===== src/rtl/rotate_left_pipe_pkg.sv =====
// Shared types and helpers for the three-stage base-3 rotator.
// SHIFTER_LSL_EN adds a per-item mode bit selecting zero-fill shift.
package shifter_pkg;

   localparam int SHIFT_W    = 16;
   localparam int NUM_STAGES = 3;
   localparam int AMT_BITS   = 4;

   // Base-3 digit; the code 2'd3 never occurs for legal amounts.
   typedef logic [1:0] trit_t;
   typedef trit_t [NUM_STAGES-1:0] trits_t;

   typedef struct packed {
      logic [SHIFT_W-1:0] data;
      trits_t             trits;
`ifdef SHIFTER_LSL_EN
      logic               mode;
`endif
   } stage_t;

   function automatic trits_t to_trits(
      input logic [AMT_BITS-1:0] amt
   );
      trits_t              t;
      logic [AMT_BITS-1:0] q;
      t[0] = trit_t'(amt % 4'd3);
      q    = amt / 4'd3;
      t[1] = trit_t'(q % 4'd3);
      t[2] = trit_t'(q / 4'd3);
      return t;
   endfunction

   function automatic logic [SHIFT_W-1:0] rol_f(
      input logic [SHIFT_W-1:0] x,
      input int                 n
   );
      logic [2*SHIFT_W-1:0] w;
      w = {x, x} << (n % SHIFT_W);
      return w[2*SHIFT_W-1:SHIFT_W];
   endfunction

   function automatic logic [SHIFT_W-1:0] lsl_f(
      input logic [SHIFT_W-1:0] x,
      input int                 n
   );
      logic [SHIFT_W-1:0] r;
      r = '0;
      if (n < SHIFT_W)
         r = x << n;
      return r;
   endfunction

endpackage


===== src/rtl/rotate_left_pipe_if.sv =====
// Valid/ready bundle carrying operands in and results out.
// Mode is always present; it only matters when SHIFTER_LSL_EN is set.
interface rotate_left_pipe_if #(
   parameter int WIDTH = 16,
   parameter int AMT_W = 4
);

   logic             InValid;
   logic             InReady;
   logic [WIDTH-1:0] In;
   logic [AMT_W-1:0] Amount;
   logic             Mode;
   logic             OutValid;
   logic             OutReady;
   logic [WIDTH-1:0] Out;

   modport master (
      output InValid,
      output In,
      output Amount,
      output Mode,
      output OutReady,
      input  InReady,
      input  OutValid,
      input  Out
   );

   modport slave (
      input  InValid,
      input  In,
      input  Amount,
      input  Mode,
      input  OutReady,
      output InReady,
      output OutValid,
      output Out
   );

endinterface


===== src/rtl/rotate_left_pipe_rol_stage.sv =====
// One pipeline stage: rotate by 0, WEIGHT or 2*WEIGHT, then register.
// SHIFTER_LSL_EN lets the carried mode bit select zero-fill instead.
module rol_stage
   import shifter_pkg::*;
#(
   parameter int WEIGHT = 1
) (
   input  logic   i_clk,
   input  logic   i_rst,
   input  logic   i_valid,
   output logic   o_ready,
   input  stage_t i_bus,
   output logic   o_valid,
   output stage_t o_bus,
   input  logic   i_ready
);

   localparam int IDX = (WEIGHT == 9) ? 2 :
                        (WEIGHT == 3) ? 1 : 0;

   logic               r_valid;
   stage_t             r_bus;
   trit_t              w_dig;
   logic [SHIFT_W-1:0] w_rot1;
   logic [SHIFT_W-1:0] w_rot2;
   stage_t             w_nxt;
   logic               w_load;

   assign w_dig = i_bus.trits[IDX];

`ifdef SHIFTER_LSL_EN
   assign w_rot1 = i_bus.mode ?
                   lsl_f(i_bus.data, WEIGHT) :
                   rol_f(i_bus.data, WEIGHT);
   assign w_rot2 = i_bus.mode ?
                   lsl_f(i_bus.data, 2 * WEIGHT) :
                   rol_f(i_bus.data, 2 * WEIGHT);
`else
   assign w_rot1 = rol_f(i_bus.data, WEIGHT);
   assign w_rot2 = rol_f(i_bus.data, 2 * WEIGHT);
`endif

   always_comb begin
      w_nxt = i_bus;
      case (w_dig)
         2'd1:    w_nxt.data = w_rot1;
         2'd2:    w_nxt.data = w_rot2;
         default: w_nxt.data = i_bus.data;
      endcase
   end

   // Accept when empty or when our own contents leave this cycle.
   assign o_ready = !i_rst && (!r_valid || i_ready);
   assign w_load  = i_valid && o_ready;

   always_ff @(posedge i_clk) begin
      if (i_rst) begin
         r_valid <= 1'b0;
         r_bus   <= '0;
      end else if (w_load) begin
         r_valid <= 1'b1;
         r_bus   <= w_nxt;
      end else if (i_ready) begin
         r_valid <= 1'b0;
      end
   end

   assign o_valid = r_valid;
   assign o_bus   = r_bus;

`ifndef SYNTHESIS
   always @(posedge i_clk) begin
      if (!i_rst && i_valid)
         assert (w_dig != 2'd3);
   end
`endif

endmodule


===== src/rtl/rotate_left_pipe.sv =====
// 16-bit left rotator split into base-3 digit stages (weights 1, 3, 9).
// Define SHIFTER_LSL_EN to make Mode=1 perform a logical shift left.
module rotate_left_pipe
   import shifter_pkg::*;
#(
   parameter int WIDTH = 16,
   parameter int AMT_W = 4
) (
   input logic               Clk,
   input logic               Rst,
   rotate_left_pipe_if.slave bus
);

   logic [WIDTH-1:0] w_in;
   logic [AMT_W-1:0] w_amt;
   stage_t           w_bus [NUM_STAGES+1];
   logic             w_vld [NUM_STAGES+1];
   logic             w_rdy [NUM_STAGES+1];
   logic             w_unused;

   assign w_in  = bus.In;
   assign w_amt = bus.Amount;

   assign w_bus[0].data  = w_in;
   assign w_bus[0].trits = to_trits(w_amt);
`ifdef SHIFTER_LSL_EN
   assign w_bus[0].mode  = bus.Mode;
`endif

   assign w_vld[0]          = bus.InValid;
   assign bus.InReady       = w_rdy[0];
   assign w_rdy[NUM_STAGES] = bus.OutReady;

   for (genvar k = 0; k < NUM_STAGES; k++) begin : g_stage
      rol_stage #(
         .WEIGHT (3 ** k)
      ) u_stage (
         .i_clk   (Clk),
         .i_rst   (Rst),
         .i_valid (w_vld[k]),
         .o_ready (w_rdy[k]),
         .i_bus   (w_bus[k]),
         .o_valid (w_vld[k+1]),
         .o_bus   (w_bus[k+1]),
         .i_ready (w_rdy[k+1])
      );
   end

   assign bus.OutValid = w_vld[NUM_STAGES];
   assign bus.Out      = w_bus[NUM_STAGES].data;

   // Digits and mode are spent once the last stage has used them.
`ifdef SHIFTER_LSL_EN
   assign w_unused = ^w_bus[NUM_STAGES];
`else
   assign w_unused = ^{w_bus[NUM_STAGES], bus.Mode};
`endif

endmodule

===== src/flat_wrapper.sv =====
// flat-port wrapper written by rule: the top's interface ports become plain ports
module rotate_left_pipe_flat import shifter_pkg::*;
#(
   parameter int WIDTH = 16,
   parameter int AMT_W = 4
)
  (Clk, Rst, bus_InValid, bus_In, bus_Amount, bus_Mode, bus_OutReady, bus_InReady, bus_OutValid, bus_Out);
  rotate_left_pipe_if #(.WIDTH(WIDTH), .AMT_W(AMT_W)) bus_i ();
  input logic Clk;
  input logic Rst;
  input wire logic [$bits(bus_i.InValid)-1:0] bus_InValid;
  input wire logic [$bits(bus_i.In)-1:0] bus_In;
  input wire logic [$bits(bus_i.Amount)-1:0] bus_Amount;
  input wire logic [$bits(bus_i.Mode)-1:0] bus_Mode;
  input wire logic [$bits(bus_i.OutReady)-1:0] bus_OutReady;
  output wire logic [$bits(bus_i.InReady)-1:0] bus_InReady;
  output wire logic [$bits(bus_i.OutValid)-1:0] bus_OutValid;
  output wire logic [$bits(bus_i.Out)-1:0] bus_Out;
  assign bus_i.InValid = bus_InValid;
  assign bus_i.In = bus_In;
  assign bus_i.Amount = bus_Amount;
  assign bus_i.Mode = bus_Mode;
  assign bus_i.OutReady = bus_OutReady;
  assign bus_InReady = bus_i.InReady;
  assign bus_OutValid = bus_i.OutValid;
  assign bus_Out = bus_i.Out;
  rotate_left_pipe #(.WIDTH(WIDTH), .AMT_W(AMT_W)) u_core (.Clk(Clk), .Rst(Rst), .bus(bus_i));
endmodule

===== config.mk =====
export PLATFORM = sky130hd
export DESIGN_NAME = rotate_left_pipe_flat
export DESIGN_NICKNAME = d
export VERILOG_FILES = /design/src/rtl/rotate_left_pipe_pkg.sv /design/src/rtl/rotate_left_pipe_if.sv /design/src/rtl/rotate_left_pipe_rol_stage.sv /design/src/rtl/rotate_left_pipe.sv /design/src/flat_wrapper.sv
export SDC_FILE = /design/constraint.sdc
export NUM_CORES = 1
export LEC_CHECK = 0
export CAP_MARGIN = 0
export CELL_PAD_IN_SITES_DETAIL_PLACEMENT = 0
export CELL_PAD_IN_SITES_GLOBAL_PLACEMENT = 1
export CORE_MARGIN = 2
export CORE_UTILIZATION = 44
export DETAILED_ROUTE_END_ITERATION = 16
export GPL_ROUTABILITY_DRIVEN = 0
export PLACE_DENSITY = 0.89
export SYNTH_ARGS = -nofsm -noshare
export SYNTH_HDL_FRONTEND = slang
export SYNTH_SLANG_ARGS = --single-unit

===== constraint.sdc =====
create_clock -name Clk -period 5.7 [get_ports Clk]
set_input_delay 0.855 -clock Clk [delete_from_list [all_inputs] [get_ports Clk]]
set_output_delay 0.855 -clock Clk [all_outputs]
set_load 0.02 [all_outputs]

==> run metrics, run 1 <==
FF/Latch Area=roughly 0.0011 mm^2; Inserted Clock Buffers=9; number of flops mapped to enable cells by yosys=0; CTS root buffer=clkbuf_8; hold_buf cts=0; Max-slew headroom=31.1%; critical path required time=5.96 ns; synthesis-to-layout area growth=16.9%; Synth warnings=0; crit-path max cell delay=0.56 ns; setup violators final=0; Initial Utilization=between 40% and 50%; multi-input logic area=about 0.0019 mm^2; leakage power=approximately 1.3 nW; crit path launch=bus_Amount[2]; maximum clock insertion buffer count=2; largest fanout on the critical path=16; Max Cap Viol=0; Startpoint Class=input port; CP max-delay cell=ha_1; Reg clk slew, reported paths=approximately 0.060 ns; flop and latch count out of synthesis=57; min-delay src=u_core.g_stage[0].u_stage.o_bus[5]; largest net degree at the start of global routing=38; top cell type by total area after synthesis=dfxtp_1; ANT cells=0; syn_area_per_cell=~8 um^2; post-synthesis cell area=about 0.0032 mm^2; fmax=217 MHz; Cell Chain, Critical Path=clkdlybuf4s50_1 -> nor2b_1 -> ha_1 -> inv_1 -> ha_1 -> o21ai_1 -> mux2i_1 -> ha_1 -> nor4b_4 -> a21oi_4 -> a221oi_1 -> ha_1 -> a22oi_1 -> o21ai_0 -> mux2i_1 -> nor2_1; row cnt=31; via/cell ratio=between 5 and 6; PortBufs=between 40 and 50; Setup crit end kind=flop; Fin. Hold Viols=0; postcts setup bufs=0; DRT iter0 DRCs=about 210; global-route wire length before repair=roughly 11 mm; FF-to-FF Start=u_core.g_stage[2].u_stage.o_valid; drt first pass iters=5; clk_skew=approximately 0.0087 ns; Place WS=roughly 0.73 ns; Layout fillers=between 700 and 800; Top FF cell, synth=dfxtp_1; async set-reset flop share out of synthesis=0%; setup ws final=~1.1 ns; CTS tree=done; pin slew with the least headroom to its limit=~1.0 ns; DIE HEIGHT=between 80 and 90 um; status=completed; vias in the first global route=2470; worst hold path class=reg2reg; CP Data Arrival Time=slightly below 5 ns; Max VDD drop=around 0.14 mV; gr usage total=roughly 19%; Met1 Wirelength=around 3.3 mm; RSZ-0062 raised after global routing=no; total grt overflow=0; Met2 Wirelength=around 3.3 mm; clk sinks=57; register area share after synthesis=a little over a third; PostCTS Resize Cnt=0; Setup TNS=0 ns; Clk Latency, worst-skew pair=between 0.3 and 0.4 ns; Netlist cell types=37; Die Width=approximately 89 um; Final Max Tran Viols=0; die area=~0.0080 mm^2; CP dominant cell by count=ha_1; largest cells by area after synthesis=dfxtp_1 (36%), a22oi_1 (11%), mux2i_1 (10%), nor2_1 (6.3%), nand3b_1 (4.4%); Pwr Density=between 200 and 300 mW/mm^2; initial antenna violation count=0; crit path kind=in2reg; Detail Placement HPWL=~4.9 mm; Synthesized Nets=433; Top Ports=43; # DRC=0; via count=2848; met3 routed WL=367 um; CTS H-Tree Depth=3; Top Layer Used=met4; crit share post-route=about 80%; Final nets=between 400 and 500; area of the core=between 0.007 and 0.008 mm^2; Synth top area share=roughly 36%; crit path time final=between 4 and 5 ns; cell count after synthesis=between 300 and 400; drt total wl=6.98 mm; share of cells above drive strength 1=about 4.5%; Routed Antenna Nets=0; routed len/inst=~13 um
registers in the layout (all words and copies together) (netlist names):
name / count
u_core.g_stage.u_stage.o_valid: 3
u_core.g_stage.u_stage.o_bus: 54
critical path, delay by kind of cell:
kind	cells	cell delay, ns
adders and majority gates	4	1.28
AOI/OAI and AO/OA	5	1.03
and+or+nand+nor	3	0.81
buffers and inverters	2	0.60
muxes	2	0.26
cell usage after synthesis (all sizes together) (2+ instances only):
master	instances
inv	10
nand2	37
clkbuf	22
dfxtp	57
a22oi	49
nand3b	19
o21ai	51
nor2	54
a221oi	2
ha	10
nor3b	2
mux2i	33
buf	13
nor2b	3
a21oi	20
cells by family after synthesis:
| group | share of synthesized area, % |
|---|---|
| and+or+nand+nor | 18.7 |
| muxes | 10.3 |
| adders and majority gates | 3.90 |
| AOI/OAI and AO/OA | 24.8 |
| buffers and inverters | 6.20 |
| DFF | 35.5 |
| xor gates and xnor gates | 0.546 |
area by class of cell:
class                      count  share of cell area, %
timing repair buffer          43                   11.3
inverter                      10                   1.00
clock inverter                 4                  0.533
tap                           99                   3.30
sequential                    57                   30.4
multi-input combinational    296                   49.8
clock buffer                  12                   3.60
per-layer routing:
metal / global-route usage (%) / vias to the layer above
li1: - / 1460
met1: 23.9 / 1319
met2: 29.8 / 58
met3: 6.37 / 11
met4: 5.29 / 0
met5: 0 / -
cells in the final DEF, fill, tap and decap left out, drive strengths merged, types with 12 or more instances in the layout:
cell type,n
dfxtp,57
nor2,54
o21ai,51
a22oi,49
clkdlybuf4s50,41
nand2,37
mux2i,33
a21oi,20
nand3b,19
clkbuf,12
per-stage QoR:
| step | hold slack (ns) | util, % | instances | total power, mW | cell area [um^2] |
|---|---|---|---|---|---|
| 2_1_floorplan | 0.432 | - | 398 | 0.591 | 3210 |
| 3_3_place_gp | 0.442 | 50.1 | 505 | 0.639 | 3600 |
| 3_5_place_dp | 0.448 | 50.1 | 505 | 0.645 | 3600 |
| 4_1_cts | 0.457 | 52.3 | 521 | 0.956 | 3750 |
| 5_1_grt | 0.486 | 52.3 | 521 | 1.01 | 3750 |
| 6_report | 0.457 | 52.3 | 521 | 0.945 | 3750 |
path summary, 6_finish.rpt:
check        depth (start not counted)  slack (ns)                             endpoint
min                                  2        0.46   u_core.g_stage[0].u_stage.o_bus[5]
max reg2reg                          4        3.81  u_core.g_stage[1].u_stage.o_bus[18]
max                                 16        1.10  u_core.g_stage[0].u_stage.o_bus[19]
min reg2reg                          2        0.46   u_core.g_stage[0].u_stage.o_bus[5]
power by group:
part	internal [mW]	switching, mW
Combinational	0.0830	0.123
Clock	0.155	0.154
Sequential	0.414	0.0163
No activity file was read; power rests on OpenSTA's default activity.
==> inputs of run 2 (changes only) <==
CORE_UTILIZATION = 37   (was 44)
PLACE_DENSITY = 0.8   (was 0.89)
clock period = 4.2 ns   (was 5.7 ns; I/O delays follow)
==> run 2 against run 1 <==
  * First-iteration DRC count decreased by 17%
  * Worst setup slack worse by 0.78 ns
  * Sequential power rose by 36%
  * Largest cell class unchanged
  * Critical path type unchanged
  * Register-to-register slack worse by 1.5 ns
==> run metrics, run 2 (synthesis gave the netlist of run 1 again) <==
DIE HEIGHT=about 97 um; Setup crit end kind=flop; critical path required time=between 4 and 5 ns; crit path kind=in2reg; via count=2871; Reg2Reg Depth=4; crit path launch=bus_Amount[2]; Place WS=0.00266 ns; ANT cells=0; Initial Utilization=around 39%; min-delay src=u_core.g_stage[0].u_stage.o_bus[4]; Fin. Hold Viols=0; Final Max Tran Viols=0; CP dominant cell by count=ha_1; post-layout instance area=roughly 0.0039 mm^2; Top Ports=43; CP max-delay cell=ha_1; initial antenna violation count=0; Routed Antenna Nets=0; drt first pass iters=6; area of the core=approximately 0.0083 mm^2; global-route wire length before repair=approximately 12 mm; Inserted Clock Buffers=9; vias in the first global route=about 2.5k; Pwr Total=around 1.4 mW; CTS H-Tree Depth=3; Die Width=97.2 um; RSZ-0062 raised after global routing=no; crit share post-route=92.3%; critical path depth=16; worst hold path class=reg2reg; placed inst area=approximately 0.0037 mm^2; largest fanout on the critical path=16; CTS tree=done; maximum clock insertion buffer count=2; # DRC=0; most frequent cells in the layout=dfxtp_1 (57), nor2_1 (54), a22oi_1 (49), clkdlybuf4s50_1 (41), nand2_1 (37); Startpoint Class=input port; Cell Chain, Critical Path=clkdlybuf4s50_1 -> nor2b_1 -> ha_1 -> inv_1 -> ha_1 -> o21ai_1 -> mux2i_1 -> ha_1 -> nor4b_4 -> a21oi_4 -> a221oi_1 -> ha_1 -> a22oi_1 -> o21ai_0 -> mux2i_1 -> nor2_1; fmax=approximately 260 MHz; worst path bufs/invs=2; clk sinks=57; synthesis-to-layout area growth=20.7%; Pwr Density=between 300 and 400 mW/mm^2; drt total wl=between 7 and 8 mm; routed len/inst=roughly 13 um; total grt overflow=0; PostCTS Resize Cnt=0; Max Cap Viol=0; row cnt=33; most common cell after layout, fill and taps aside=dfxtp_1; PortBufs=approximately 40; CP top delay family=adder cells; CP Data Arrival Time=between 4 and 5 ns; max FFs per register=54; CTS root buffer=clkbuf_8; setup ws final=approximately 0.32 ns; die area=~0.0094 mm^2; Setup TNS=0 ns; Max-slew headroom=between 30% and 40%; crit-path max cell delay=between 0.5 and 0.6 ns; Detail Placement HPWL=5.07 mm; Hold Crit Depth=2; setup violators final=0; hold_ws=roughly 0.45 ns; gr usage total=approximately 15%; crit path time final=3.88 ns; status=completed; leakage power=between 1 and 1.5 nW; Clk Latency, worst-skew pair=approximately 0.34 ns; Reg clk slew, reported paths=0.06 ns; FF-to-FF Start=u_core.g_stage[2].u_stage.o_valid; Final nets=460; clk_skew=between 0.01 and 0.015 ns; via/cell ratio=between 5 and 6; postcts setup bufs=0; Max VDD drop=0.144 mV; hold_buf cts=0; largest net degree at the start of global routing=43; share of cells above drive strength 1=between 6 and 7%; DRT iter0 DRCs=about 180; pin slew with the least headroom to its limit=0.944 ns
## run 2: final cells by class
cell class	instances	area (um^2)
Sequential cell	57	1140
Fill cell	827	4430
Timing Repair Buffer	51	498
Clock buffer	12	155
Clock inverter	3	40.0
Tap cell	105	131
Inverter	10	37.5
Multi-Input combinational cell	296	1870
## run 2: worst paths after layout
check / endpoint / slack, ns
hold reg to reg: u_core.g_stage[1].u_stage.o_bus[4] / 0.45
setup / recovery: u_core.g_stage[0].u_stage.o_bus[20] / 0.32
setup reg to reg: u_core.g_stage[1].u_stage.o_bus[7] / 2.29
hold / removal: u_core.g_stage[1].u_stage.o_bus[4] / 0.45
## run 2: through the flow
step,util (%),instances
2_1_floorplan,-,398
3_3_place_gp,44.3,519
3_5_place_dp,44.3,519
4_1_cts,46.7,534
5_1_grt,46.7,534
6_report,46.7,534
## run 2: per-layer routing
layer  wire length, um  track usage, %  up-vias
li1                  -               -     1474
met1              3590            20.5     1327
met2              3240            23.7       60
met3               276            5.61       10
met4                95            4.55        0
met5                 0               0        -
## run 2: worst reg2reg max path, delay by kind of cell, from the launching register on
kind | cells | cell delay, ns
AO/OA/AOI/OAI | 1 | 0.81
flip-flops | 1 | 0.34
AND/OR/NAND/NOR | 2 | 0.34
multiplexers | 1 | 0.29
## run 2: power by group
group | switching, mW | internal, mW | leakage, nW
Combinational | 0.172 | 0.128 | 0.827
Sequential | 0.0224 | 0.562 | 0.462
Clock | 0.202 | 0.301 | 0.102
Total | 0.397 | 0.991 | 1.39
==> inputs of run 3 (changes only) <==
CTS_CLUSTER_SIZE = 12   (was not set)
TNS_END_PERCENT = 1   (was not set)
clock period = 3.4 ns   (was 4.2 ns; I/O delays follow)
==> run 3 against run 2 <==
  * Final cell count rose by 2.1%
  * First-iteration DRC count is 14% lower
  * Die area unchanged
  * Via count is 1.2% higher
  * Sequential cell count is the same
  * Worst setup slack worse by 0.21 ns
  * Sequential share of layout area decreased by 1.5 points
  * Register-to-register slack got worse by 0.74 ns
  * Combinational power up 50%
  * Worst hold slack improved by 0.0065 ns
  * Total power rose by 33%
  * Clock skew about the same
  * Largest cell class unchanged
==> run metrics, run 3 (synthesis gave the netlist of run 1 again) <==
die area=0.00944 mm^2; Min-Delay Endpoint=u_core.g_stage[0].u_stage.o_bus[5]; CP Data Arrival Time=3.50 ns; post-layout instance area=0.00408 mm^2; initial antenna violation count=0; drt total wl=approximately 7.6 mm; status=completed; Final nets=470; PortBufs=a little over 40; largest fanout on the critical path=16; row cnt=33; FF-to-FF Start=u_core.g_stage[1].u_stage.o_bus[4]; crit share post-route=between 90 and 100%; Setup crit end kind=flop; share of cells above drive strength 1=between 10% and 20%; Max-slew headroom=between 30% and 40%; hold_buf cts=0; crit-path max cell delay=roughly 0.5 ns; ANT cells=0; via/cell ratio=about 5.3; Max Cap Viol=0; DRT iter0 DRCs=around 150; setup violators final=0; Final Max Tran Viols=0; most common cell after layout, fill and taps aside=dfxtp_1; area of the core=0.00830 mm^2; Cell Chain, Critical Path=clkdlybuf4s50_1 -> nor2b_4 -> ha_1 -> inv_1 -> ha_1 -> buf_4 -> mux2i_2 -> ha_2 -> nor4b_4 -> buf_4 -> a221o_1 -> ha_4 -> buf_12 -> a22oi_1 -> o21ai_1 -> mux2i_1 -> nor2_1; Clk Latency, worst-skew pair=~0.33 ns; DIE HEIGHT=about 97 um; Layout fillers=775; Detail Placement HPWL=about 5.2 mm; Top Ports=43; Routed Antenna Nets=0; fmax=slightly above 300 MHz; most frequent cells in the layout=dfxtp_1 (57), nor2_1 (54), a22oi_1 (46), clkdlybuf4s50_1 (41), nand2_1 (37); leakage power=about 1.5 nW; Initial Utilization=about two fifths; Hold Crit Depth=2; Crit Reg-Reg Endpoint=u_core.g_stage[2].u_stage.o_bus[20]; reg2reg setup slack=1.55 ns; critical path depth=17; crit path launch=bus_Amount[2]; routed len/inst=13.9 um; Pwr Density=about 450 mW/mm^2; Die Width=just under 100 um; RSZ-0062 raised after global routing=yes; maximum clock insertion buffer count=2; vias in the first global route=2668; total grt overflow=0; worst hold path class=reg2reg; Max VDD drop=between 0.2 and 0.3 mV; synthesis-to-layout area growth=27.0%; drt first pass iters=5; largest net degree at the start of global routing=40; CP top delay family=buffers and inverters; CTS H-Tree Depth=3; Fin. Hold Viols=0; clk sinks=57; Startpoint Class=input port; CTS root buffer=clkbuf_8; crit path time final=3.29 ns; clk_skew=about 0.010 ns; Pwr Total=1.84 mW; Reg clk slew, reported paths=around 0.07 ns; worst path bufs/invs=5; placed inst area=around 0.0038 mm^2; via count=between 2k and 3k; global-route wire length before repair=around 13 mm; critical path required time=3.61 ns; Inserted Clock Buffers=9; gr usage total=around 16%; # DRC=0; crit path kind=in2reg; CP max-delay cell=clkdlybuf4s50_1; min-delay src=u_core.g_stage[0].u_stage.o_bus[5]; pin slew with the least headroom to its limit=0.958 ns; CTS tree=done; Reg2Reg Depth=5; max FFs per register=54
==> run 3: worst max-delay path by stage <==
stage | slack, ns | endpoint
finish | 0.11 | u_core.g_stage[0].u_stage.o_bus[15]
global route | -0.02 | u_core.g_stage[0].u_stage.o_bus[16]
CTS | 0.05 | u_core.g_stage[0].u_stage.o_bus[17]
detailed placement | -0.54 | u_core.g_stage[0].u_stage.o_bus[10]
global placement | -0.37 | u_core.g_stage[0].u_stage.o_bus[14]
floorplan | 0.06 | u_core.g_stage[0].u_stage.o_bus[13]
==> run 3: area by class of cell <==
class | instances | area [um^2] | share of cell area [%]
repair buffers | 61 | 616 | 15.1
flip-flops and latches | 57 | 1140 | 28.0
inverters | 10 | 37.5 | 0.920
multi-input cells | 296 | 1940 | 47.6
well taps | 105 | 131 | 3.22
clock inverters | 6 | 82.6 | 2.02
clock buffers | 10 | 128 | 3.13
==> run 3: metal layers <==
metal / GRT usage (%) / share of wire (%) / vias to the layer above
li1: - / - / 1491
met1: 22.0 / 50 / 1351
met2: 25.2 / 46 / 54
met3: 4.53 / 3.2 / 10
met4: 4.77 / 1.3 / 0
met5: 0 / 0 / -
==> run 3: stage by stage <==
step | util (%) | worst slack [ns] | instances | TNS (ns) | hold slack (ns)
6_report | 49.1 | 0.108 | 545 | 0 | 0.460
5_1_grt | 49.1 | -0.0230 | 545 | -0.0937 | 0.496
4_1_cts | 48.1 | 0.0489 | 544 | 0 | 0.463
3_5_place_dp | 45.3 | -0.538 | 527 | -8.08 | 0.454
3_3_place_gp | 45.3 | -0.371 | 527 | -5.55 | 0.444
2_1_floorplan | - | 0.0576 | 398 | 0 | 0.432
==> run 3: tightest hold or removal path: cells and delay by family, from the launching register on <==
kind / cells / cell delay [ns]
compound gates: 1 / 0.05
flops: 1 / 0.31
simple gates: 1 / 0.05
==> run 3: where the power goes <==
| part | switching [mW] | internal (mW) | leakage [nW] |
|---|---|---|---|
| combinational | 0.234 | 0.217 | 0.902 |
| clock | 0.263 | 0.408 | 0.106 |
| sequential | 0.0284 | 0.694 | 0.462 |
| total | 0.525 | 1.32 | 1.47 |
==> run 3: repair_timing <==
| item | in CTS | in global routing |
|---|---|---|
| hold endpoints to repair | 0 | 0 |
| pin swaps | 1 | 2 |
| endpoints found under the setup margin | 16 | 16 |
| gates resized for setup | 1 | 16 |
| cloned | 0 | 1 |
| buffers inserted | 1 | 0 |
